[config.mk]
export PLATFORM = sky130hd
export DESIGN_NAME = bus_frame_rx
export DESIGN_NICKNAME = d
export VERILOG_FILES = /design/src/rtl/bus_frame_rx.sv
export SDC_FILE = /design/constraint.sdc
export NUM_CORES = 1
export LEC_CHECK = 0
export CORE_MARGIN = 2
export CORE_UTILIZATION = 54
export DETAILED_ROUTE_END_ITERATION = 8
export GPL_ROUTABILITY_DRIVEN = 0
export GPL_TIMING_DRIVEN = 0
export PLACE_DENSITY = 0.8
export SYNTH_ARGS = -nofsm -noshare
export SYNTH_HDL_FRONTEND = slang
export SYNTH_SLANG_ARGS = --single-unit
[constraint.sdc]
create_clock -name clk -period 3.1 [get_ports clk]
set_input_delay 0.465 -clock clk [delete_from_list [all_inputs] [get_ports clk]]
set_output_delay 0.465 -clock clk [all_outputs]
set_load 0.005 [all_outputs]
[src/rtl/bus_frame_rx.sv]
// bus_frame_rx: assembles eight bus bytes into a 64-bit frame word for the
// comparator channel input. It aborts restarted or stalled frames and keeps
// counters of good and aborted frames.
module bus_frame_rx #(
  parameter int unsigned TIMEOUT = 255,
  parameter int unsigned GAP_W   = 16
) (
  input  logic        clk,
  input  logic        rst,
  input  logic [7:0]  rxData,
  input  logic        rxValid,
  input  logic        rxSof,
  output logic [63:0] dataOut,
  output logic        dataEn,
  output logic        frameErr,
  output logic [15:0] frameCnt,
  output logic [7:0]  errCnt,
  output logic        busy
);

  localparam int unsigned FRAME_W = 64;
  // Only the first seven bytes are ever held. The eighth byte goes straight into dataOut.
  localparam int unsigned SH_W    = 56;
  localparam int unsigned BCNT_W  = 3;
  localparam int unsigned FCNT_W  = 16;
  localparam int unsigned ECNT_W  = 8;

  typedef enum logic {IDLE = 1'b0, RECV = 1'b1} state_t;

  state_t              state_q, state_d;
  logic [SH_W-1:0]     sh_q, sh_d;
  logic [BCNT_W-1:0]   byte_cnt_q, byte_cnt_d;
  logic [GAP_W-1:0]    gap_cnt_q, gap_cnt_d;
  logic [FRAME_W-1:0]  data_out_q, data_out_d;
  logic                data_en_q, data_en_d;
  logic                frame_err_q, frame_err_d;
  logic [FCNT_W-1:0]   frame_cnt_q, frame_cnt_d;
  logic [ECNT_W-1:0]   err_cnt_q, err_cnt_d;

  logic [GAP_W-1:0]    gap_inc;
  logic [ECNT_W-1:0]   err_sat;

  assign gap_inc = gap_cnt_q + GAP_W'(1);
  assign err_sat = (err_cnt_q == {ECNT_W{1'b1}}) ? err_cnt_q : err_cnt_q + ECNT_W'(1);

  // Next-state and output logic.
  always_comb begin
    state_d     = state_q;
    sh_d        = sh_q;
    byte_cnt_d  = byte_cnt_q;
    gap_cnt_d   = gap_cnt_q;
    data_out_d  = data_out_q;
    data_en_d   = 1'b0;
    frame_err_d = 1'b0;
    frame_cnt_d = frame_cnt_q;
    err_cnt_d   = err_cnt_q;

    if (state_q == IDLE) begin
      // In IDLE, a byte without SOF is dropped silently.
      if (rxValid && rxSof) begin
        sh_d       = {48'b0, rxData};
        byte_cnt_d = BCNT_W'(1);
        gap_cnt_d  = '0;
        state_d    = RECV;
      end
    end else begin
      if (rxValid && rxSof) begin
        // A new SOF restarts the frame. The partial frame counts as an error.
        frame_err_d = 1'b1;
        err_cnt_d   = err_sat;
        sh_d        = {48'b0, rxData};
        byte_cnt_d  = BCNT_W'(1);
        gap_cnt_d   = '0;
      end else if (rxValid && (byte_cnt_q != BCNT_W'(7))) begin
        sh_d       = {sh_q[47:0], rxData};
        byte_cnt_d = byte_cnt_q + BCNT_W'(1);
        gap_cnt_d  = '0;
      end else if (rxValid) begin
        data_out_d  = {sh_q, rxData};
        data_en_d   = 1'b1;
        frame_cnt_d = frame_cnt_q + FCNT_W'(1);
        byte_cnt_d  = '0;
        gap_cnt_d   = '0;
        state_d     = IDLE;
      end else begin
        gap_cnt_d = gap_inc;
        if (gap_inc == GAP_W'(TIMEOUT)) begin
          frame_err_d = 1'b1;
          err_cnt_d   = err_sat;
          byte_cnt_d  = '0;
          gap_cnt_d   = '0;
          state_d     = IDLE;
        end
      end
    end
  end

  // State and output registers. An asynchronous reset drops any partial frame.
  always_ff @(posedge clk or negedge rst) begin
    if (!rst) begin
      state_q     <= IDLE;
      sh_q        <= '0;
      byte_cnt_q  <= '0;
      gap_cnt_q   <= '0;
      data_out_q  <= '0;
      data_en_q   <= 1'b0;
      frame_err_q <= 1'b0;
      frame_cnt_q <= '0;
      err_cnt_q   <= '0;
    end else begin
      state_q     <= state_d;
      sh_q        <= sh_d;
      byte_cnt_q  <= byte_cnt_d;
      gap_cnt_q   <= gap_cnt_d;
      data_out_q  <= data_out_d;
      data_en_q   <= data_en_d;
      frame_err_q <= frame_err_d;
      frame_cnt_q <= frame_cnt_d;
      err_cnt_q   <= err_cnt_d;
    end
  end

  assign dataOut  = data_out_q;
  assign dataEn   = data_en_q;
  assign frameErr = frame_err_q;
  assign frameCnt = frame_cnt_q;
  assign errCnt   = err_cnt_q;
  assign busy     = (state_q == RECV);

endmodule

======== Word-level counts from Yosys, hierarchy flattened ========
Index checks and enable logic that the tools add are counted.
Widths: inputs -> output; s select.
word-level totals
  register bits ........................... 166
  input port bits ......................... 12
  output and inout port bits .............. 91
  logic and storage cells ................. 66
operators by class
  add/sub/neg operators ................... 4
  equal/unequal tests ..................... 5
  multiplexer cells ....................... 36
  bitwise operators ....................... 2
  reduce and logical (&&, ||, !) cells .... 10
operators with widths
  operator               number
  $mux 56                4
  $mux 16                6
  $mux 8                 5
  $add 16x1->16 const B  2
  $mux 3                 6
  $eq 16x8->1 const B    1
  $mux 1                 15
  $add 8x1->8 const B    1
  $eq 8x8->1 const B     1
  $reduce_and 4->1       2
  $reduce_bool 2->1      3
  $reduce_and 2->1       2
  $reduce_bool 4->1      1
  $add 3x1->3 const B    1
  $ne 3x3->1 const B     1
  $logic_and 1x1->1      2
  $ne 2x1->1 const B     1
  $ne 2x2->1 const B     1
  $not 1->1              2

======== Depth between registers and ports, before layout ========
Gate-level depths: netlist of run 1.
  depth in word-level cells ............... 7
  depth in mapped cells ................... 8

======== Least setup slack after synthesis of run 1 ========
OpenSTA, ideal clock, no wires.
  path type ............................... reg-to-reg
  start ................................... register gap_cnt_q[0]
  end ..................................... register err_cnt_q[4], in the netlist errCnt[4]
  library setup time ...................... 0.125 ns
  data arrival time ....................... 2.250 ns
  data required time ...................... 2.975 ns
  path slack .............................. 0.725 ns
  cell stages (with the launch flop) ...... 8
  buffers on the path ..................... 0
  period minus slack after synthesis ...... 2.375 ns
  cell sequence ........................... dfrtp_1 > ha_1 > and2b_1 > o21ai_1 > a2111o_1 > or4_4 > o31a_1 > xnor2_1
between the ends
  word-level cells in the longest chain between the ends .. 4
ends and longest elaborated chain
  element                             line  RTL
  start: declaration                  33    logic [GAP_W-1:0] gap_cnt_q, gap_cnt_d;
  start signal: assignment            114   gap_cnt_q <= gap_cnt_d;
  $add 16x1->16                       43    assign gap_inc = gap_cnt_q + GAP_W'(1);
  $eq 16x8->1                         87    if (gap_inc == GAP_W'(TIMEOUT)) begin
  $reduce_bool 2->1 (no source line)  --
  $reduce_and 4->1 (no source line)   --
  end signal: assignment              119   err_cnt_q <= err_cnt_d;
  end: declaration                    38    logic [ECNT_W-1:0] err_cnt_q, err_cnt_d;
No other way between the ends.
A chain may end at the register's enable or synchronous reset.

======== Worst setup path in the final report of run 1 ========
  start ................................... register gap_cnt_q[0]
  end ..................................... register byte_cnt_q[0]
between the ends
  word-level cells in the longest chain between the ends .. 4
ends and longest elaborated chain
  element                             line  RTL
  $add 16x1->16                       43
  $eq 16x8->1                         87
  $reduce_bool 4->1 (no source line)  --
  $reduce_and 2->1 (no source line)   --
  end signal: assignment              113   byte_cnt_q <= byte_cnt_d;
  end: declaration                    32    logic [BCNT_W-1:0] byte_cnt_q, byte_cnt_d;
No other way between the ends.

==> reports/qor.yml, run 1 <==
status: "complete, no violations"
ys_async_sr_fraction_pct: 100.0
met2WireLength_um: 8040
dieArea_um2: 13750
antenna_found_initial: 0
power_uw: 5377
area_growth_pct: 26.38
syn-num-nets: 686
min_period_over_period_pct: 87.43
ys_seq_area_share_pct: 59.98
drtPass1Iterations: 5
cts_resized: 0
h-tree-depth: 4
synth-edff-count: 0
crit_arrival_ns: 2.99
power_density_nw_per_um2: 614.4
cts_buffers: 17
avgSynthCellArea_um2: 10.37
cp-end-kind: "flip-flop"
r2r_start: "gap_cnt_q[0]"
slew_viol_final: 0
io_pins: 103
routed_wl_um: 16160
drc: 0
final_cells: 975
wl_met3_um: 851
grt-ovfl-total: 0
path_cells: "ha_1, and2b_1, o21ai_1, a2111o_1, or4_4, nor2_1, o221ai_1"
viasPerCell: 5.603
wl_met1_um: 6943
criticalPathCategory: "flip-flop to flip-flop"
yosysWarnings: 0
clkSinkCount: 166
timing.final.ws_setup_ns: 0.3896
via_count: 5463
slowest_delay_ns: 0.49
fin_crit_ns: 2.710
r2r_slack_ns: 0.39
core_um2: 12570
cap_violations: 0
dieWidth_um: 117.2
grt_usage_pct: 24.50
grt_max_degree: 91
synth_cell_types: 53
drt_iter0_drc: 533
timing_hold_violations_final: 0
vdd_drop_max_mv: 0.4134
clock.fmax_ghz: 0.3690
p_leak_uw: 0.004190
critPathLaunchType: "flip-flop"
diodes: 0
slew_headroom_pct: 47.65
place_ws_ns: 0.3775
worst_pin_slew_ns: 0.7853
dpl.cell_count: 943
skew_ns: 0.006658
ant_nets: 0
synth_area_um2: 6925
finalSetupViolations: 0
dpl_cell_area_um2: 8190
r2r_cells: 7
stdcell_area_um2: 8752
synth_ff_type: "dfrtp_1"
clockBufferDepth: 2
synth_seq_cells: 166
wire_per_inst_um: 16.57
path_max_fanout: 9
cts_hold_buf: 0
portBuffers: 102
top_layer: "met4"
cts_setup_buffers: 0
rsz0062_at_grt: "false"
grt_pass1_vias: 5243
fin_nets: 808
synthCells: 668
cp_slowest_cell: "a2111o_1"
cts_tree: "done"
clockRootBuffer: "clkbuf_16"
start_util_pct: 55.10
clock_latency_ns: 0.43
rr_endpoint: "byte_cnt_q[0]"
layout-drive-gt1-share_pct: 6.351
clk_pin_slew_worst_paths_ns: 0.06
die_h_um: 117.2
cp.required_ns: 3.38
hpwl_um: 11050
grt_pass1_wl_um: 26030
min_path_type: "primary input to asynchronous set/reset pin"
rows: 41
==> how the worst max path moves through the flow <==
stage                  from             to  slack, ns
2_1_floorplan  gap_cnt_q[0]      errCnt[4]       0.72
3_3_place_gp            rst    dataOut[13]      -4.77
3_5_place_dp          rxSof   frameCnt[15]       0.38
4_1_cts        gap_cnt_q[0]  byte_cnt_q[0]       0.43
5_1_grt        gap_cnt_q[4]  byte_cnt_q[1]       0.25
6_report       gap_cnt_q[0]  byte_cnt_q[0]       0.39
==> power by group <==
group          internal [uW]  total [uW]  switching [uW]  leakage [uW]
Combinational            424         772             348       0.00165
Clock                   1180        2020             842      0.000280
Sequential              2390        2590             199       0.00226
==> layer usage <==
layer	up-vias	track usage [%]
li1	2538	-
met1	2714	32.18
met2	178	40.42
met3	33	6.334
met4	0	7.373
met5	-	0
==> cells in the final DEF, fill, tap and decap left out, types with 3 or more instances in the layout <==
master,synthesis,final
clkbuf_1,29,30
a32oi_1,4,4
nand3_1,13,13
xnor2_1,21,21
nor2b_1,4,4
buf_2,3,3
clkinv_2,0,8
nand2_1,222,222
mux2_2,9,9
clkdlybuf4s50_1,0,101
and4_1,3,3
xor2_1,3,3
and3b_1,3,3
and3_1,10,10
nand2b_1,4,4
nor2_1,15,15
a22o_1,50,50
ha_1,6,6
inv_1,6,6
a21oi_1,4,4
clkbuf_16,0,17
a211oi_1,3,3
o21ai_0,19,19
nor3_1,8,8
buf_1,3,3
and2_1,9,9
dfrtp_1,166,166
nor4_1,3,3
nand4_1,10,10
a221o_1,3,3
a31oi_1,5,5
or3_1,3,3
==> per-stage QoR <==
stage,util (%),TNS [ns],hold slack (ns)
final,69.64,0,0.05665
after global routing,69.64,0,0.1071
after CTS,69.64,0,0.07244
after detailed placement,65.17,0,0.4571
after global placement,64.94,-789.12,0.4500
after floorplan,-,0,0.1694
==> state kept, by name (all words and copies together) (netlist names) <==
register	cells
gap_cnt_q	16
frameCnt	16
frameErr	1
sh_q	56
byte_cnt_q	3
errCnt	8
dataEn	1
dataOut	64
busy	1
==> cells by family (layout without fill, tap and decap cells) <==
family / count (synthesis) / in the layout / share of synthesized area, %
buffers and inverters: 43 / 178 / 2.457
AND/OR/NAND/NOR: 315 / 315 / 20.22
XOR/XNOR: 24 / 24 / 3.035
AO/OA/AOI/OAI: 103 / 103 / 11.45
multiplexers: 11 / 11 / 1.771
flip-flops: 166 / 166 / 59.98
adder cells (fa/ha/maj): 6 / 6 / 1.084
==> cell usage after synthesis (all sizes together), types with 4 or more instances <==
cell type / count / area share, %
a31oi: 5 / 0.45
xnor2: 21 / 2.7
and4: 4 / 0.54
nand3: 13 / 0.94
nand2b: 4 / 0.36
clkbuf: 30 / 1.6
and3: 10 / 0.90
dfrtp: 166 / 60
ha: 6 / 1.1
inv: 6 / 0.33
mux2: 10 / 1.6
a22o: 50 / 6.3
and2: 9 / 0.81
buf: 7 / 0.49
nor4: 4 / 0.58
a32oi: 4 / 0.51
a21oi: 5 / 0.42
o21ai: 20 / 1.4
nand2: 222 / 12
nand4: 10 / 0.90
nor2: 15 / 0.81
nor2b: 4 / 0.36
nor3: 8 / 0.58
==> area by class of cell <==
cell class	instances	area [um^2]
Tap cell	172	215.2
Clock inverter	14	132.6
Fill cell	952	3816
Sequential cell	166	4154
Clock buffer	18	429.2
Timing Repair Buffer	103	1050
Buffer	37	147.6
Multi-Input combinational cell	459	2601
Inverter	6	22.52
==> critical path, delay by kind of cell (launching register included) <==
family,cells,cell delay (ns)
and+or+nand+nor,3,1.06
adders and majority gates,1,0.29
AOI/OAI and AO/OA,3,0.76
DFF,1,0.47
Power figures use the tool's default switching activity.
==> inputs of run 2 (changes only) <==
- CORE_ASPECT_RATIO: default -> 1.5
==> reports/qor.yml, run 2 (synthesis results as in run 1) <==
critical_path.top_delay_family: "simple AND/OR/NAND/NOR gates"
h-tree-depth: 4
io_pins: 103
worst_hold_slack_ns: 0.1400
routed_wl_um: 16770
dpl.cell_count: 927
clockRootBuffer: "clkbuf_16"
wire_per_inst_um: 17.49
crit_arrival_ns: 3.02
cts_setup_buffers: 0
mostFrequentLayoutCells: "nand2_1, dfrtp_1, clkdlybuf4s50_1"
cts_tree: "done"
layout-drive-gt1-share_pct: 6.476
path_cells: "buf_2, nand3_1, or3_1, mux2i_1, nor4_4, a21oi_2, a221o_1"
clock_latency_ns: 0.42
cp.required_ns: 3.40
criticalPathCategory: "flip-flop to flip-flop"
ant_nets: 0
drtPass1Iterations: 5
grt_pass1_vias: 5595
viasPerCell: 5.750
mostFrequentLayoutCell: "nand2_1"
slew_headroom_pct: 41.71
grt-ovfl-total: 0
clockBufferDepth: 2
vdd_drop_max_mv: 0.3927
clk_pin_slew_worst_paths_ns: 0.06
rsz0062_at_grt: "false"
portBuffers: 102
worst_pin_slew_ns: 0.8743
cts_resized: 0
area_growth_pct: 26.29
clkSinkCount: 166
start_util_pct: 55.35
hpwl_um: 11880
cp_slowest_cell: "nor4_4"
drt_iter0_drc: 249
path_max_fanout: 9
final_cells: 959
power_density_nw_per_um2: 618.1
p_leak_uw: 0.004183
timing_hold_violations_final: 0
finalSetupViolations: 0
cap_violations: 0
cts_hold_buf: 0
min_path_type: "primary input to asynchronous set/reset pin"
fin_nets: 808
cp-end-kind: "flip-flop"
core_um2: 12510
min_period_over_period_pct: 87.81
slowest_delay_ns: 0.58
drc: 0
largest_reg_flops: 64
final_core_util_pct: 69.90
dieWidth_um: 96.47
skew_ns: 0.006960
antenna_found_initial: 0
critPathLaunchType: "flip-flop"
fin_crit_ns: 2.722
clock.fmax_ghz: 0.3673
diodes: 0
via_count: 5514
grt_usage_pct: 25.73
nFillCells: 943
cts_buffers: 17
grt_max_degree: 99
dieArea_um2: 13770
status: "complete, no violations"
rows: 50
die_h_um: 142.7
slew_viol_final: 0
grt_pass1_wl_um: 27280
crit_buf_inv: 1
==> run 2: cell count changes in the layout (fill, tap and decap cells not counted) <==
cell,previous run,this run
clkinv_2,8,2
clkinv_4,0,3
clkbuf_8,0,2
clkinvlp_4,2,4
bufinv_16,2,1
clkbuf_1,30,29
inv_6,2,3
==> run 2: layer usage <==
metal,global-route usage [%],vias to the layer above,part of all wire (%)
met5,0,-,0
met2,46.31,154,56
met3,4.749,40,3.5
met4,10.30,0,3.2
li1,-,2537,-
met1,29.57,2783,37
==> run 2: final cells by class <==
cell class	instances	area (um^2)	area share [%]
Sequential cell	166	4154	47.50
Multi-Input combinational cell	459	2601	29.74
Timing Repair Buffer	103	1050	12.00
Inverter	6	22.52	0.2575
Buffer	37	147.6	1.688
Clock buffer	19	452.9	5.179
Tap cell	156	195.2	2.232
Clock inverter	13	122.6	1.402
==> run 2: worst paths after layout <==
check / startpoint / to / slack (ns) / cells after the start
worst min register to register: sh_q[51] / dataOut[59] / 0.47 / 2
worst max register to register: gap_cnt_q[4] / gap_cnt_q[2] / 0.38 / 7
min in group clk: sh_q[51] / dataOut[59] / 0.47 / 2
worst max-delay path: gap_cnt_q[4] / gap_cnt_q[2] / 0.38 / 7
max in group asynchronous: rst / dataOut[11] / 2.14 / 2
worst min-delay path: rst / dataOut[47] / 0.14 / 1
==> run 2: report_power, final <==
part,internal [uW],switching [uW]
clock,1160,873
sequential,2390,210
combinational,426,354
total,3970,1440
==> run 2: through the flow <==
stage               worst slack (ns)  TNS, ns  total power, uW  area (um^2)
global route                  0.2184        0             5623         8746
global placement              -4.793  -793.38             3368         8142
CTS                           0.3989        0             5438         8746
finish                        0.3778        0             5406         8746
floorplan                     0.7245        0             2896         6925
detailed placement            0.2988        0             3415         8170
